## src/rtl/sdram_bus_arbiter_if.sv

```systemverilog
// sdram_bus_arbiter_if: requester-side and controller-side signal bundle of sdram_bus_arbiter.
// master is the environment (requesters + controller), slave is the arbiter.
interface sdram_bus_arbiter_if #(
  parameter int NP = 2,
  parameter int AW = 24,
  parameter int DW = 16
);
  logic [NP-1:0]        port_req_read;
  logic [NP-1:0]        port_req_write;
  logic [NP*AW-1:0]     port_req_addr;
  logic [NP-1:0]        port_req_burst;
  logic [NP*3-1:0]      port_req_burst_len;
  logic [NP*DW-1:0]     port_req_wdata;
  logic [NP*DW/8-1:0]   port_req_byteenable;
  logic [NP-1:0]        port_req_ready;
  logic [NP-1:0]        port_rsp_valid;
  logic [DW-1:0]        port_rsp_rdata;
  logic                 ctrl_req_read;
  logic                 ctrl_req_write;
  logic                 ctrl_req_burst;
  logic [AW-1:0]        ctrl_req_addr;
  logic [2:0]           ctrl_req_burst_len;
  logic [DW-1:0]        ctrl_req_wdata;
  logic [DW/8-1:0]      ctrl_req_byteenable;
  logic                 ctrl_req_ready;
  logic                 ctrl_rsp_valid;
  logic [DW-1:0]        ctrl_rsp_rdata;
  logic                 err_orphan_rsp;
  modport master (
    output port_req_read, port_req_write, port_req_addr, port_req_burst, port_req_burst_len,
           port_req_wdata, port_req_byteenable, ctrl_req_ready, ctrl_rsp_valid, ctrl_rsp_rdata,
    input  port_req_ready, port_rsp_valid, port_rsp_rdata, ctrl_req_read, ctrl_req_write,
           ctrl_req_burst, ctrl_req_addr, ctrl_req_burst_len, ctrl_req_wdata,
           ctrl_req_byteenable, err_orphan_rsp
  );
  modport slave (
    input  port_req_read, port_req_write, port_req_addr, port_req_burst, port_req_burst_len,
           port_req_wdata, port_req_byteenable, ctrl_req_ready, ctrl_rsp_valid, ctrl_rsp_rdata,
    output port_req_ready, port_rsp_valid, port_rsp_rdata, ctrl_req_read, ctrl_req_write,
           ctrl_req_burst, ctrl_req_addr, ctrl_req_burst_len, ctrl_req_wdata,
           ctrl_req_byteenable, err_orphan_rsp
  );
endinterface

```

## src/rtl/sdram_bus_arbiter.sv

```systemverilog
// sdram_bus_arbiter: round-robin transaction arbiter sharing one SDRAM controller port,
// with an in-order tag FIFO routing read beats back to the issuing port.
module sdram_bus_arbiter #(
  parameter int NP        = 2,
  parameter int AW        = 24,
  parameter int DW        = 16,
  parameter int TAG_DEPTH = 4
) (
  input logic clk,
  input logic rst_n,
  sdram_bus_arbiter_if.slave bus
);
  localparam int GW = NP > 1 ? $clog2(NP) : 1;
  localparam int TW = $clog2(TAG_DEPTH);
  localparam int BW = DW / 8;
  typedef enum logic {ARB, XFER} state_t;
  state_t        state_q;
  logic [GW-1:0] grant_q, last_grant_q, pick, head_port;
  logic [2:0]    wbeat_q, rbeat_q, sel_len, head_len;
  logic [TW:0]   wr_ptr_q, rd_ptr_q;
  logic [GW-1:0] tag_port_q [TAG_DEPTH];
  logic [2:0]    tag_len_q [TAG_DEPTH];
  logic          err_q, found, xfer, full, empty, acc_rd, acc_wr, rsp_beat, pop;
  logic          sel_rd, sel_wr, sel_burst, sel_req;
  logic [NP-1:0] req;
  logic [AW-1:0] sel_addr;
  logic [DW-1:0] sel_wdata;
  logic [BW-1:0] sel_be;
  always_comb begin
    req = bus.port_req_read | bus.port_req_write;
    pick = last_grant_q;
    found = 1'b0;
    for (int k = 1; k <= NP; k++)
      for (int i = 0; i < NP; i++)
        if (!found && req[i] && (int'(last_grant_q) + k) % NP == i) begin
          pick = GW'(i);
          found = 1'b1;
        end
    sel_rd = 1'b0;
    sel_wr = 1'b0;
    sel_burst = 1'b0;
    sel_len = '0;
    sel_addr = '0;
    sel_wdata = '0;
    sel_be = '0;
    for (int i = 0; i < NP; i++)
      if (grant_q == GW'(i)) begin
        sel_rd = bus.port_req_read[i];
        sel_wr = bus.port_req_write[i];
        sel_burst = bus.port_req_burst[i];
        sel_len = bus.port_req_burst_len[i*3 +: 3];
        sel_addr = bus.port_req_addr[i*AW +: AW];
        sel_wdata = bus.port_req_wdata[i*DW +: DW];
        sel_be = bus.port_req_byteenable[i*BW +: BW];
      end
    sel_req = sel_rd | sel_wr;
    xfer = state_q == XFER;
    bus.ctrl_req_read = xfer & sel_rd;
    bus.ctrl_req_write = xfer & sel_wr & ~sel_rd;
    bus.ctrl_req_burst = xfer & sel_burst;
    bus.ctrl_req_addr = xfer ? sel_addr : '0;
    bus.ctrl_req_burst_len = xfer ? sel_len : '0;
    bus.ctrl_req_wdata = xfer ? sel_wdata : '0;
    bus.ctrl_req_byteenable = xfer ? sel_be : '0;
    acc_rd = bus.ctrl_req_read & bus.ctrl_req_ready;
    acc_wr = bus.ctrl_req_write & bus.ctrl_req_ready;
    bus.port_req_ready = '0;
    for (int i = 0; i < NP; i++)
      bus.port_req_ready[i] = xfer && grant_q == GW'(i) && bus.ctrl_req_ready;
    empty = wr_ptr_q == rd_ptr_q;
    full = wr_ptr_q[TW] != rd_ptr_q[TW] && wr_ptr_q[TW-1:0] == rd_ptr_q[TW-1:0];
    head_port = tag_port_q[rd_ptr_q[TW-1:0]];
    head_len = tag_len_q[rd_ptr_q[TW-1:0]];
    rsp_beat = bus.ctrl_rsp_valid & ~empty;
    pop = rsp_beat && rbeat_q == head_len;
    bus.port_rsp_valid = '0;
    for (int i = 0; i < NP; i++)
      bus.port_rsp_valid[i] = rsp_beat && head_port == GW'(i);
    bus.port_rsp_rdata = bus.ctrl_rsp_rdata;
    bus.err_orphan_rsp = err_q;
  end
  // Tag storage needs no reset: entries are only read between push and pop.
  always_ff @(posedge clk)
    if (acc_rd) begin
      tag_port_q[wr_ptr_q[TW-1:0]] <= grant_q;
      tag_len_q[wr_ptr_q[TW-1:0]] <= sel_burst ? sel_len : 3'd0;
    end
  always_ff @(posedge clk or negedge rst_n)
    if (!rst_n) begin
      state_q <= ARB;
      grant_q <= '0;
      last_grant_q <= GW'(NP - 1);
      wbeat_q <= '0;
      rbeat_q <= '0;
      wr_ptr_q <= '0;
      rd_ptr_q <= '0;
      err_q <= 1'b0;
    end else begin
      if (state_q == ARB) begin
        if (!full && found) begin
          grant_q <= pick;
          wbeat_q <= '0;
          state_q <= XFER;
        end
      end else if (acc_rd) begin
        last_grant_q <= grant_q;
        state_q <= ARB;
      end else if (acc_wr) begin
        // Write bursts keep the bus locked until the final beat is accepted.
        if (!sel_burst || wbeat_q == sel_len) begin
          last_grant_q <= grant_q;
          state_q <= ARB;
        end else
          wbeat_q <= wbeat_q + 3'd1;
      end else if (!sel_req)
        state_q <= ARB;
      if (acc_rd)
        wr_ptr_q <= wr_ptr_q + 1'b1;
      if (rsp_beat) begin
        rbeat_q <= pop ? 3'd0 : rbeat_q + 3'd1;
        if (pop)
          rd_ptr_q <= rd_ptr_q + 1'b1;
      end
      if (bus.ctrl_rsp_valid && empty)
        err_q <= 1'b1;
    end
endmodule

```

## src/flat_wrapper.sv

```systemverilog
// flat-port wrapper written by rule: the top's interface ports become plain ports
module sdram_bus_arbiter_flat 
#(
  parameter int NP        = 2,
  parameter int AW        = 24,
  parameter int DW        = 16,
  parameter int TAG_DEPTH = 4
)
  (clk, rst_n, bus_port_req_read, bus_port_req_write, bus_port_req_addr, bus_port_req_burst, bus_port_req_burst_len, bus_port_req_wdata, bus_port_req_byteenable, bus_ctrl_req_ready, bus_ctrl_rsp_valid, bus_ctrl_rsp_rdata, bus_port_req_ready, bus_port_rsp_valid, bus_port_rsp_rdata, bus_ctrl_req_read, bus_ctrl_req_write, bus_ctrl_req_burst, bus_ctrl_req_addr, bus_ctrl_req_burst_len, bus_ctrl_req_wdata, bus_ctrl_req_byteenable, bus_err_orphan_rsp);
  sdram_bus_arbiter_if #(.NP(NP), .AW(AW), .DW(DW)) bus_i ();
  input logic clk;
  input logic rst_n;
  input wire logic [$bits(bus_i.port_req_read)-1:0] bus_port_req_read;
  input wire logic [$bits(bus_i.port_req_write)-1:0] bus_port_req_write;
  input wire logic [$bits(bus_i.port_req_addr)-1:0] bus_port_req_addr;
  input wire logic [$bits(bus_i.port_req_burst)-1:0] bus_port_req_burst;
  input wire logic [$bits(bus_i.port_req_burst_len)-1:0] bus_port_req_burst_len;
  input wire logic [$bits(bus_i.port_req_wdata)-1:0] bus_port_req_wdata;
  input wire logic [$bits(bus_i.port_req_byteenable)-1:0] bus_port_req_byteenable;
  input wire logic [$bits(bus_i.ctrl_req_ready)-1:0] bus_ctrl_req_ready;
  input wire logic [$bits(bus_i.ctrl_rsp_valid)-1:0] bus_ctrl_rsp_valid;
  input wire logic [$bits(bus_i.ctrl_rsp_rdata)-1:0] bus_ctrl_rsp_rdata;
  output wire logic [$bits(bus_i.port_req_ready)-1:0] bus_port_req_ready;
  output wire logic [$bits(bus_i.port_rsp_valid)-1:0] bus_port_rsp_valid;
  output wire logic [$bits(bus_i.port_rsp_rdata)-1:0] bus_port_rsp_rdata;
  output wire logic [$bits(bus_i.ctrl_req_read)-1:0] bus_ctrl_req_read;
  output wire logic [$bits(bus_i.ctrl_req_write)-1:0] bus_ctrl_req_write;
  output wire logic [$bits(bus_i.ctrl_req_burst)-1:0] bus_ctrl_req_burst;
  output wire logic [$bits(bus_i.ctrl_req_addr)-1:0] bus_ctrl_req_addr;
  output wire logic [$bits(bus_i.ctrl_req_burst_len)-1:0] bus_ctrl_req_burst_len;
  output wire logic [$bits(bus_i.ctrl_req_wdata)-1:0] bus_ctrl_req_wdata;
  output wire logic [$bits(bus_i.ctrl_req_byteenable)-1:0] bus_ctrl_req_byteenable;
  output wire logic [$bits(bus_i.err_orphan_rsp)-1:0] bus_err_orphan_rsp;
  assign bus_i.port_req_read = bus_port_req_read;
  assign bus_i.port_req_write = bus_port_req_write;
  assign bus_i.port_req_addr = bus_port_req_addr;
  assign bus_i.port_req_burst = bus_port_req_burst;
  assign bus_i.port_req_burst_len = bus_port_req_burst_len;
  assign bus_i.port_req_wdata = bus_port_req_wdata;
  assign bus_i.port_req_byteenable = bus_port_req_byteenable;
  assign bus_i.ctrl_req_ready = bus_ctrl_req_ready;
  assign bus_i.ctrl_rsp_valid = bus_ctrl_rsp_valid;
  assign bus_i.ctrl_rsp_rdata = bus_ctrl_rsp_rdata;
  assign bus_port_req_ready = bus_i.port_req_ready;
  assign bus_port_rsp_valid = bus_i.port_rsp_valid;
  assign bus_port_rsp_rdata = bus_i.port_rsp_rdata;
  assign bus_ctrl_req_read = bus_i.ctrl_req_read;
  assign bus_ctrl_req_write = bus_i.ctrl_req_write;
  assign bus_ctrl_req_burst = bus_i.ctrl_req_burst;
  assign bus_ctrl_req_addr = bus_i.ctrl_req_addr;
  assign bus_ctrl_req_burst_len = bus_i.ctrl_req_burst_len;
  assign bus_ctrl_req_wdata = bus_i.ctrl_req_wdata;
  assign bus_ctrl_req_byteenable = bus_i.ctrl_req_byteenable;
  assign bus_err_orphan_rsp = bus_i.err_orphan_rsp;
  sdram_bus_arbiter #(.NP(NP), .AW(AW), .DW(DW), .TAG_DEPTH(TAG_DEPTH)) u_core (.clk(clk), .rst_n(rst_n), .bus(bus_i));
endmodule
```

## config.mk

```make
export PLATFORM = sky130hd
export DESIGN_NAME = sdram_bus_arbiter_flat
export DESIGN_NICKNAME = d
export VERILOG_FILES = /design/src/rtl/sdram_bus_arbiter_if.sv /design/src/rtl/sdram_bus_arbiter.sv /design/src/flat_wrapper.sv
export SDC_FILE = /design/constraint.sdc
export NUM_CORES = 1
export LEC_CHECK = 0
export ABC_CLOCK_PERIOD_IN_PS = 3600
export CORE_MARGIN = 10
export CORE_UTILIZATION = 38
export CTS_CLUSTER_SIZE = 28
export DETAILED_ROUTE_END_ITERATION = 16
export GPL_ROUTABILITY_DRIVEN = 0
export PLACE_DENSITY_LB_ADDON = 0.3
export SETUP_SLACK_MARGIN = 0.2
export SLEW_MARGIN = 30
export SYNTH_ARGS = -nofsm -noshare
export SYNTH_HDL_FRONTEND = slang
export SYNTH_SLANG_ARGS = --single-unit
```

## constraint.sdc

```tcl
create_clock -name clk -period 3.6 [get_ports clk]
set_input_delay 0.36 -clock clk [delete_from_list [all_inputs] [get_ports clk]]
set_output_delay 0.36 -clock clk [all_outputs]
set_load 0.05 [all_outputs]
```

* After elaboration in Yosys (flattened, before gate mapping)
Memories as Yosys holds them, arrays and structs flattened.
Cells that the tools add are included.
** Cells by class
- Reductions and logical operators :: 32
- Equal/unequal tests :: 10
- Bitwise operators :: 16
- Add/subtract/negate cells :: 6
- Mux-type cells :: 37
** Operators with widths (count)
- logical NOT 32 bit :: 2
- 2-to-1 mux 24 bit :: 2
- 2-to-1 mux 16 bit :: 2
- 2-to-1 mux 3 bit :: 9
- 2-to-1 mux 1 bit :: 22
- logical AND 1 bit :: 17
- adder 3 x 1 -> 3 bit, second input constant :: 4
- == test 3 bit :: 3
- bitwise AND 1 bit :: 7
- inequality test 2 bit, second input constant :: 3
- nonzero test 2 bit :: 3
- logical NOT 1 bit :: 5
- NOT 1 bit :: 5
- == test 2 bit, second input constant :: 2
- 2-to-1 mux 2 bit :: 2
- AND reduction 2 bit :: 2
- AND reduction 4 bit :: 1
- AND reduction 3 bit :: 1
- adder 1 bit, second input constant :: 2
- bitwise AND 1 bit, first input constant :: 2
- == test 2 bit :: 1
- OR 2 bit :: 1
- logical OR 1 bit :: 1
- inequality test 1 bit :: 1
- OR 1 bit :: 1
** Storage, ports and cells
- Register bits :: 16
- Output and inout bits :: 69
- Memories kept :: 2
- Memory bits (writable) :: 16
- Logic and storage cells :: 111
** Memory list
- u_core.tag_len_q :: depth 4, width 3, rd ports 1, clocked after memory_dff 0, write ports 1, line sdram_bus_arbiter.sv:22 : logic [2:0] tag_len_q [TAG_DEPTH];
- u_core.tag_port_q :: depth 4, width 1, rd ports 1, clocked after memory_dff 0, write ports 1, line sdram_bus_arbiter.sv:21 : logic [GW-1:0] tag_port_q [TAG_DEPTH];

* Longest topological paths before layout
Gate-level depths: netlist of run 1.
- Depth after elaboration :: 20
- Depth in mapped cells :: 6

* Worst setup path before layout of run 1
No wires, ideal clock.
- Path kind :: register to output
- Start point :: reg u_core.grant_q
- End point :: out bus_ctrl_req_addr[0]
- Setup slack :: 1.295 ns
- Data arrival time :: 1.945 ns
- Cell stages (with the launch flop) :: 6
- Cell sequence :: dfrtp_1 -> buf_6 -> buf_2 -> buf_2 -> mux2i_1 -> nor2b_1
** On the way
- Longest elaborated chain between the ends :: 2
** Ends and longest elaborated chain
- from (decl) :: line sdram_bus_arbiter.sv:18 : logic [GW-1:0] grant_q, last_grant_q, pick, head_port;
- from (signal assigned) :: line sdram_bus_arbiter.sv:101 : grant_q <= pick;
- 2-to-1 mux 24 bit :: line sdram_bus_arbiter.sv:47 : if (grant_q == GW'(i)) begin
- 2-to-1 mux 24 bit :: line sdram_bus_arbiter.sv:61 : bus.ctrl_req_addr = xfer ? sel_addr : '0;
- to (decl) :: line flat_wrapper.sv:29 : output wire logic [$bits(bus_i.ctrl_req_addr)-1:0] bus_ctrl_req_addr;
No other way between the ends.

* Worst setup path in the final report of run 1
- Start point :: reg u_core.state_q
- End point :: out bus_ctrl_req_burst_len[1]
** On the way
- Longest elaborated chain between the ends :: 1
** Ends and longest elaborated chain
- from (decl) :: line sdram_bus_arbiter.sv:17 : state_t state_q;
- from (signal assigned) :: line sdram_bus_arbiter.sv:90 : state_q <= ARB;
- from (signal assigned) :: line sdram_bus_arbiter.sv:103 : state_q <= XFER;
- from (signal assigned) :: line sdram_bus_arbiter.sv:107 : state_q <= ARB;
- 2-to-1 mux 3 bit :: line sdram_bus_arbiter.sv:62 : bus.ctrl_req_burst_len = xfer ? sel_len : '0;
- to (decl) :: line flat_wrapper.sv:30 : output wire logic [$bits(bus_i.ctrl_req_burst_len)-1:0] bus_ctrl_req_burst_len;
No other way between the ends.

==> results of run 1 <==
cell type report:
cell class                      count  area, sq um  area share
Sequential cell                    32          883       0.214
Tap cell                           77         96.3      0.0233
Clock inverter                      3         18.8     0.00455
Timing Repair Buffer              154         1550       0.375
Multi-Input combinational cell    189         1480       0.358
Inverter                            9         33.8     0.00818
Clock buffer                        5         68.8      0.0167
stage by stage:
| stage | instances | instance area (sq um) | utilization |
|---|---|---|---|
| 2_1_floorplan | 260 | 2580 | - |
| 5_1_grt | 469 | 4130 | 0.636 |
| 3_5_place_dp | 461 | 4040 | 0.622 |
| 6_report | 469 | 4130 | 0.636 |
| 4_1_cts | 469 | 4130 | 0.636 |
| 3_3_place_gp | 461 | 4040 | 0.622 |
worst max path at each step:
stage	depth (start not counted)	slack, ns	end
floorplan	5	1.29	bus_ctrl_req_addr[0]
global placement	5	1.03	bus_ctrl_req_burst
detailed placement	3	1.01	bus_ctrl_req_addr[3]
CTS	3	0.69	bus_ctrl_req_burst_len[1]
global route	3	0.54	bus_ctrl_req_wdata[13]
finish	3	0.72	bus_ctrl_req_burst_len[1]
worst max-delay path: cells and delay by family, from the launching register on:
family / cells / cell delay (ns)
flops: 1 / 0.89
simple gates: 1 / 0.17
buf+inv: 2 / 1.18
logic make-up after synthesis:
family / after synthesis
xor+xnor: 16
mux: 55
simple gates: 81
compound gates: 30
fa+ha+maj: 7
flops: 32
buf+inv: 39
flip-flops by register name, indices dropped and copies added, names as in the netlist:
| name | cells |
|---|---|
| u_core.bus.err_orphan_rsp | 1 |
| u_core.grant_q | 1 |
| u_core.last_grant_q | 1 |
| u_core.rbeat_q | 3 |
| u_core.rd_ptr_q | 3 |
| u_core.state_q | 1 |
| u_core.tag_len_q | 12 |
| u_core.tag_port_q | 4 |
| u_core.wbeat_q | 3 |
| u_core.wr_ptr_q | 3 |
power by group:
group / switching (mW) / internal [mW]
Clock: 0.129 / 0.134
Sequential: 0.192 / 0.503
Combinational: 1.57 / 1.04
synthesized netlist by cell type, drive strengths merged (2+ instances only):
cell / number / share of area
mux2i: 50 / 0.19
nor2b: 48 / 0.12
buf: 24 / 0.065
edfxtp: 16 / 0.19
dfrtp: 15 / 0.15
o21ai: 11 / 0.021
inv: 9 / 0.013
nand2: 9 / 0.013
xnor2: 8 / 0.027
xor2: 8 / 0.027
ha: 7 / 0.034
clkbuf: 6 / 0.0087
nor2: 6 / 0.0087
and2: 5 / 0.012
nor3: 4 / 0.0077
a21oi: 3 / 0.0058
a22o: 3 / 0.010
and3: 3 / 0.0073
mux2: 3 / 0.013
a31o: 2 / 0.0068
a31oi: 2 / 0.0048
mux4: 2 / 0.017
layer usage:
| metal | wire (microns) | up-vias |
|---|---|---|
| met5 | 0 | - |
| met4 | 131 | 0 |
| met3 | 1150 | 15 |
| met2 | 4440 | 104 |
| met1 | 3300 | 1041 |
| li1 | - | 1145 |
==> run metrics, run 1 <==
Seq/Total Area, Yosys=0.341; I/O Pins=approximately 190; commonest non-fill, non-tap cell in the layout=clkdlybuf4s50_1; dpl ws=1.01 ns; Power Total=approximately 3.6 mW; post-CTS sizing=0; Worst slew margin=0.445; r2r worst-path depth=5; H-Tree Depth=2; global-route wire length before repair=13.8 mm; CP Class=register to output port; DPL Wire Length=7.73 mm; CTS tree=built; min-delay worst type=register to register; Synth Area per Inst=9.94 sq um; CTS Root Cell=clkbuf_8; crit path DAT=roughly 2.5 ns; Synth cell types=41; reg-to-reg endpoint=u_core.wbeat_q[0]$_DFFE_PN0P_; startpoint types=register; Worst Path Max Fanout=35; Hold-fix buffers, CTS=0; Period Utilization, post-route=0.801; Mapped Cells=between 200 and 300; Max VDD drop=606 uV; Routed WL=~9.0 mm; mapped cell area=approximately 2600 sq um; vias per cell=4.91; die extent in x=approximately 100 microns; Crit-path slowest cell=dfrtp_1; largest family of logic cells by synthesized area=multiplexers; aggregate global routing overflow=0; Mapped Nets=383; R2R Setup Slk=1.24 ns; ys flop type=edfxtp_1; hold path depth=1; TNS Setup=0 ns; All-Layer GR Usage=0.172; Clock Path Buffers=2; Async SR Flop Fraction=0.500; Rows=29; nets@finish=514; fin crit period=2.88 ns; most frequent cells in the layout=clkdlybuf4s50_1, mux2i_1, nor2b_1; FF-to-FF Start=u_core.state_q$_DFF_PN0_; # Max-Cap Violations=0; Sink Count=32; GR met1 Demand/Resource=0.179; HP Start=u_core.bus.err_orphan_rsp$_DFFE_PN0P_; Compound-Gate Fraction of Synth Area=0.0784; die area=approximately 11000 sq um; Initial DRC Count=104; cts bufs inserted=5; CP startpoint=u_core.state_q$_DFF_PN0_; multiplexer area fraction after synthesis=0.224; GR Util met3=0.104; largest net degree at the start of global routing=42; XOR/XNOR Fraction of Synth Area=0.0542; fillers=515; drt drc=0; max-slew violations=0; vias in the first global route=2499; worst slew pin tran=approximately 0.83 ns; post-CTS setup buffers=0; RSZ-0062 raised after global routing=false; WP data required=around 3.2 ns; YS warnings=0; grt met2 use=0.287; Synth Register Bits=32; Fin. Hold Viols=0; adder-cell share of the synthesized area=0.0339; Initial Util=0.398; Inserted Diodes=0; EDFF count, synth=16; area delta synth->final=59.7%; post-route clock skew=0.00723 ns; first-pass detailed-route iteration total=4; clock transition at the registers of the reported paths=0.07 ns; critical path, cell by cell=buf_4, nor2b_1, clkdlybuf4s50_1; Clk Latency, worst-skew pair=0.28 ns; simple-gate share of the synthesized area=0.181; Max Clk Rate=347 MHz; Worst Setup End Kind=output port; Worst Hold End=u_core.bus.err_orphan_rsp$_DFFE_PN0P_; Max stage delay on crit path=0.89 ns; detailed-route wire length per cell=between 15 and 20 microns; Leak=1.68 nW; busiest grt layer=met2; Pwr Density=864 nW/um^2; setup ws final=0.715 ns; core area=between 6000 and 7000 sq um; initial antenna violation count=0; worst hold margin=0.482 ns; # setup viols final=0; via count=2305; status=finished clean; Die H=102 microns; Final ANT Viol Nets=0; share of cells above drive strength 1=0.0536; Port Buf Inserts=152
(Power assumes the default switching activity.)
==> run 2: changes to the inputs <==
--- a/config.mk
+++ b/config.mk
@@ -5,9 +5,9 @@
 export SDC_FILE = /design/constraint.sdc
 export NUM_CORES = 1
 export LEC_CHECK = 0
-export ABC_CLOCK_PERIOD_IN_PS = 3600
+export ABC_CLOCK_PERIOD_IN_PS = 2800
 export CORE_MARGIN = 10
-export CORE_UTILIZATION = 38
+export CORE_UTILIZATION = 35
 export CTS_CLUSTER_SIZE = 28
 export DETAILED_ROUTE_END_ITERATION = 16
 export GPL_ROUTABILITY_DRIVEN = 0
==> constraint.sdc (replaced) <==
create_clock -name clk -period 2.8 [get_ports clk]
set_input_delay 0.28 -clock clk [delete_from_list [all_inputs] [get_ports clk]]
set_output_delay 0.28 -clock clk [all_outputs]
set_load 0.05 [all_outputs]
==> run 2 against run 1 <==
  * Cell area shrank 1.1%
  * Register-to-register slack lost 0.53 ns
  * Final cell count grew 4.7%
  * Combinational power grew 30%
  * Die area grew 6.9%
  * Critical path depth grew 1
  * Clock power grew 28%
  * First-iteration DRC count shrank 14%
  * Critical endpoint is now bus_ctrl_req_addr[16]
  * Count of clock-buffer cells in the layout grew 2
  * Routed wire length shrank 4.1%
  * Highest routed layer unchanged
  * Core utilization shrank 7.0 points
  * Sequential share of layout area grew 0.24 points
  * Largest cell class unchanged
==> run metrics, run 2 (same netlist as run 1, synthesis figures left out) <==
status=finished clean; fillers=656 (+27%); most frequent cells in the layout=clkdlybuf4s50_1, mux2i_1, nor2b_1; worst slew pin tran=0.825 ns (-0.00695 ns); Inserted Diodes=0 (unchanged); startpoint types=register; Int Power=2.10 mW (+25%); post-route clock skew=0.00240 ns (-0.00484 ns); fin crit period=2.41 ns; Net Sw Power=2.42 mW (+28%); fin area=4080 sq um (-1.1%); Crit-path slowest cell=clkdlybuf4s50_1; Final ANT Viol Nets=0 (unchanged); H-Tree Depth=2 (unchanged); CTS Root Cell=clkbuf_8; Port Buf Inserts=152 (unchanged); Logic pwr share=0.749 (+0.018); switch share=0.535 (+0.00457); WP data required=2.52 ns (-0.72 ns); CTS tree=built; Clk Latency, worst-skew pair=0.28 ns (about the same); detailed-route wire length per cell=17.6 microns (-8.4%); FF-to-FF Start=u_core.grant_q$_DFFE_PN0P_; RSZ-0062 raised after global routing=false; Max Clk Rate=approximately 410 MHz; TNS Setup=0 ns (unchanged); Worst Setup End Kind=output port; R2R Setup Slk=0.71 ns (-0.53 ns); All-Layer GR Usage=0.148 (-0.0238); Fin. Hold Viols=0 (unchanged); reg-to-reg endpoint=u_core.state_q$_DFF_PN0_; Max stage delay on crit path=0.84 ns (-0.05 ns); Initial Util=0.358 (-0.0397); Die H=106 microns (+3.4%); first-pass detailed-route iteration total=6 (+2); vias per cell=4.73 (-3.8%); largest net degree at the start of global routing=63 (+50%); area delta synth->final=57.9%; critical path, cell by cell=buf_12, mux2i_1, nor2b_1, clkdlybuf4s50_1; Sink Count=32 (unchanged); r2r worst-path depth=6 (+1); crit path buf inv count=2 (unchanged); nets@finish=514 (unchanged); Stages on worst setup path=4 (+1); Final Non-Filler Cells=491 (+4.7%); min-delay worst type=primary input to async pin; Leak=1.76 nW (+4.5%); Routed WL=8.66 mm (-4.1%); # Max-Cap Violations=0 (unchanged); CP Class=register to output port; Max VDD drop=651 uV (+7.4%); drt drc=0 (unchanged); sequential power share=0.176 (-0.019); clock transition at the registers of the reported paths=0.06 ns (about the same); Worst slew margin=0.448 (+0.00291); via count=2321 (+0.69%); die extent in x=106 microns (+3.4%); Worst Path Max Fanout=62 (+77%); post-CTS setup buffers=0 (unchanged); I/O Pins=185 (unchanged); worst hold margin=0.476 ns (-0.00636 ns); Period Utilization, post-route=0.861; area of the multi-input gates=1480 sq um (unchanged); vias in the first global route=2495 (-0.16%); CP top delay family=buffers and inverters; share of cells above drive strength 1=0.135 (+0.0816); Pwr Density=1110 nW/um^2 (+28%); core area=7210 sq um (+11%); clock share of power=0.075 (about the same); cts bufs inserted=5 (unchanged); die area=11200 sq um (+6.9%); Clock Path Buffers=2 (unchanged); Initial DRC Count=89 (-14%); DPL Wire Length=7.27 mm (-6.0%); initial antenna violation count=0 (unchanged); number of flip-flops in the largest register=12 (unchanged); max-slew violations=0 (unchanged); placed inst area=4000 sq um (-1.1%); crit path DAT=2.13 ns (-0.39 ns); aggregate global routing overflow=0 (unchanged); Rows=31 (+6.9%); placed insts=483 (+4.8%); register area=883 sq um (unchanged); commonest non-fill, non-tap cell in the layout=clkdlybuf4s50_1; # setup viols final=0 (unchanged); global-route wire length before repair=13.3 mm (-3.7%)
[run 2: cell types whose count changed in the layout (fill, tap and decap cells not counted), sizes merged]
cell,before,now
clkbuf,5,7
clkdlybuf4s50,152,116
buf,2,36
dlymetal6s2s,0,2
clkinv,3,1
[run 2: cell type report]
| type | instances | area share |
|---|---|---|
| flip-flops and latches | 32 | 0.216 |
| inverters | 9 | 0.00828 |
| well taps | 99 | 0.0303 |
| clock buffers | 7 | 0.0187 |
| clock inverters | 1 | 0.00123 |
| repair buffers | 154 | 0.363 |
| multi-input cells | 189 | 0.362 |
[run 2: stage by stage]
stage               worst slack, ns  total power, mW  utilization
global placement              0.524             4.19        0.554
finish                        0.389             4.52        0.566
CTS                           0.204             4.58        0.565
global route                  0.304             4.81        0.566
detailed placement            0.512             4.23        0.554
floorplan                     0.575             3.27            -
[run 2: worst max path at each step]
stage	from	end	slack, ns
after global routing	u_core.grant_q$_DFFE_PN0P_	bus_ctrl_req_addr[12]	0.30
final	u_core.grant_q$_DFFE_PN0P_	bus_ctrl_req_addr[16]	0.39
after global placement	bus_ctrl_rsp_valid	bus_port_rsp_valid[1]	0.52
after detailed placement	bus_ctrl_rsp_valid	bus_port_rsp_valid[1]	0.51
after floorplan	u_core.grant_q$_DFFE_PN0P_	bus_ctrl_req_addr[0]	0.57
after CTS	u_core.rd_ptr_q[1]$_DFFE_PN0P_	bus_port_rsp_valid[1]	0.20
[run 2: metal layers]
layer / GRT usage / vias up / share of wire
met5: 0 / - / 0
li1: - / 1148 / -
met3: 0.0912 / 6 / 0.13
met2: 0.268 / 110 / 0.51
met1: 0.142 / 1057 / 0.35
met4: 0.0222 / 0 / 0.0066
[run 2: power by group through the flow]
stage	Clock [mW]	Combinational [mW]	Sequential, mW
after floorplan	0	2.50	0.768
after global placement	0	3.40	0.798
after detailed placement	0	3.42	0.809
after CTS	0.350	3.43	0.800
after global routing	0.374	3.62	0.817
final	0.337	3.39	0.797
[run 2: timing repair]
item,in CTS,in global routing
resized for setup,0,2
hold buffers,0,0
endpoints found under the setup margin,0,2
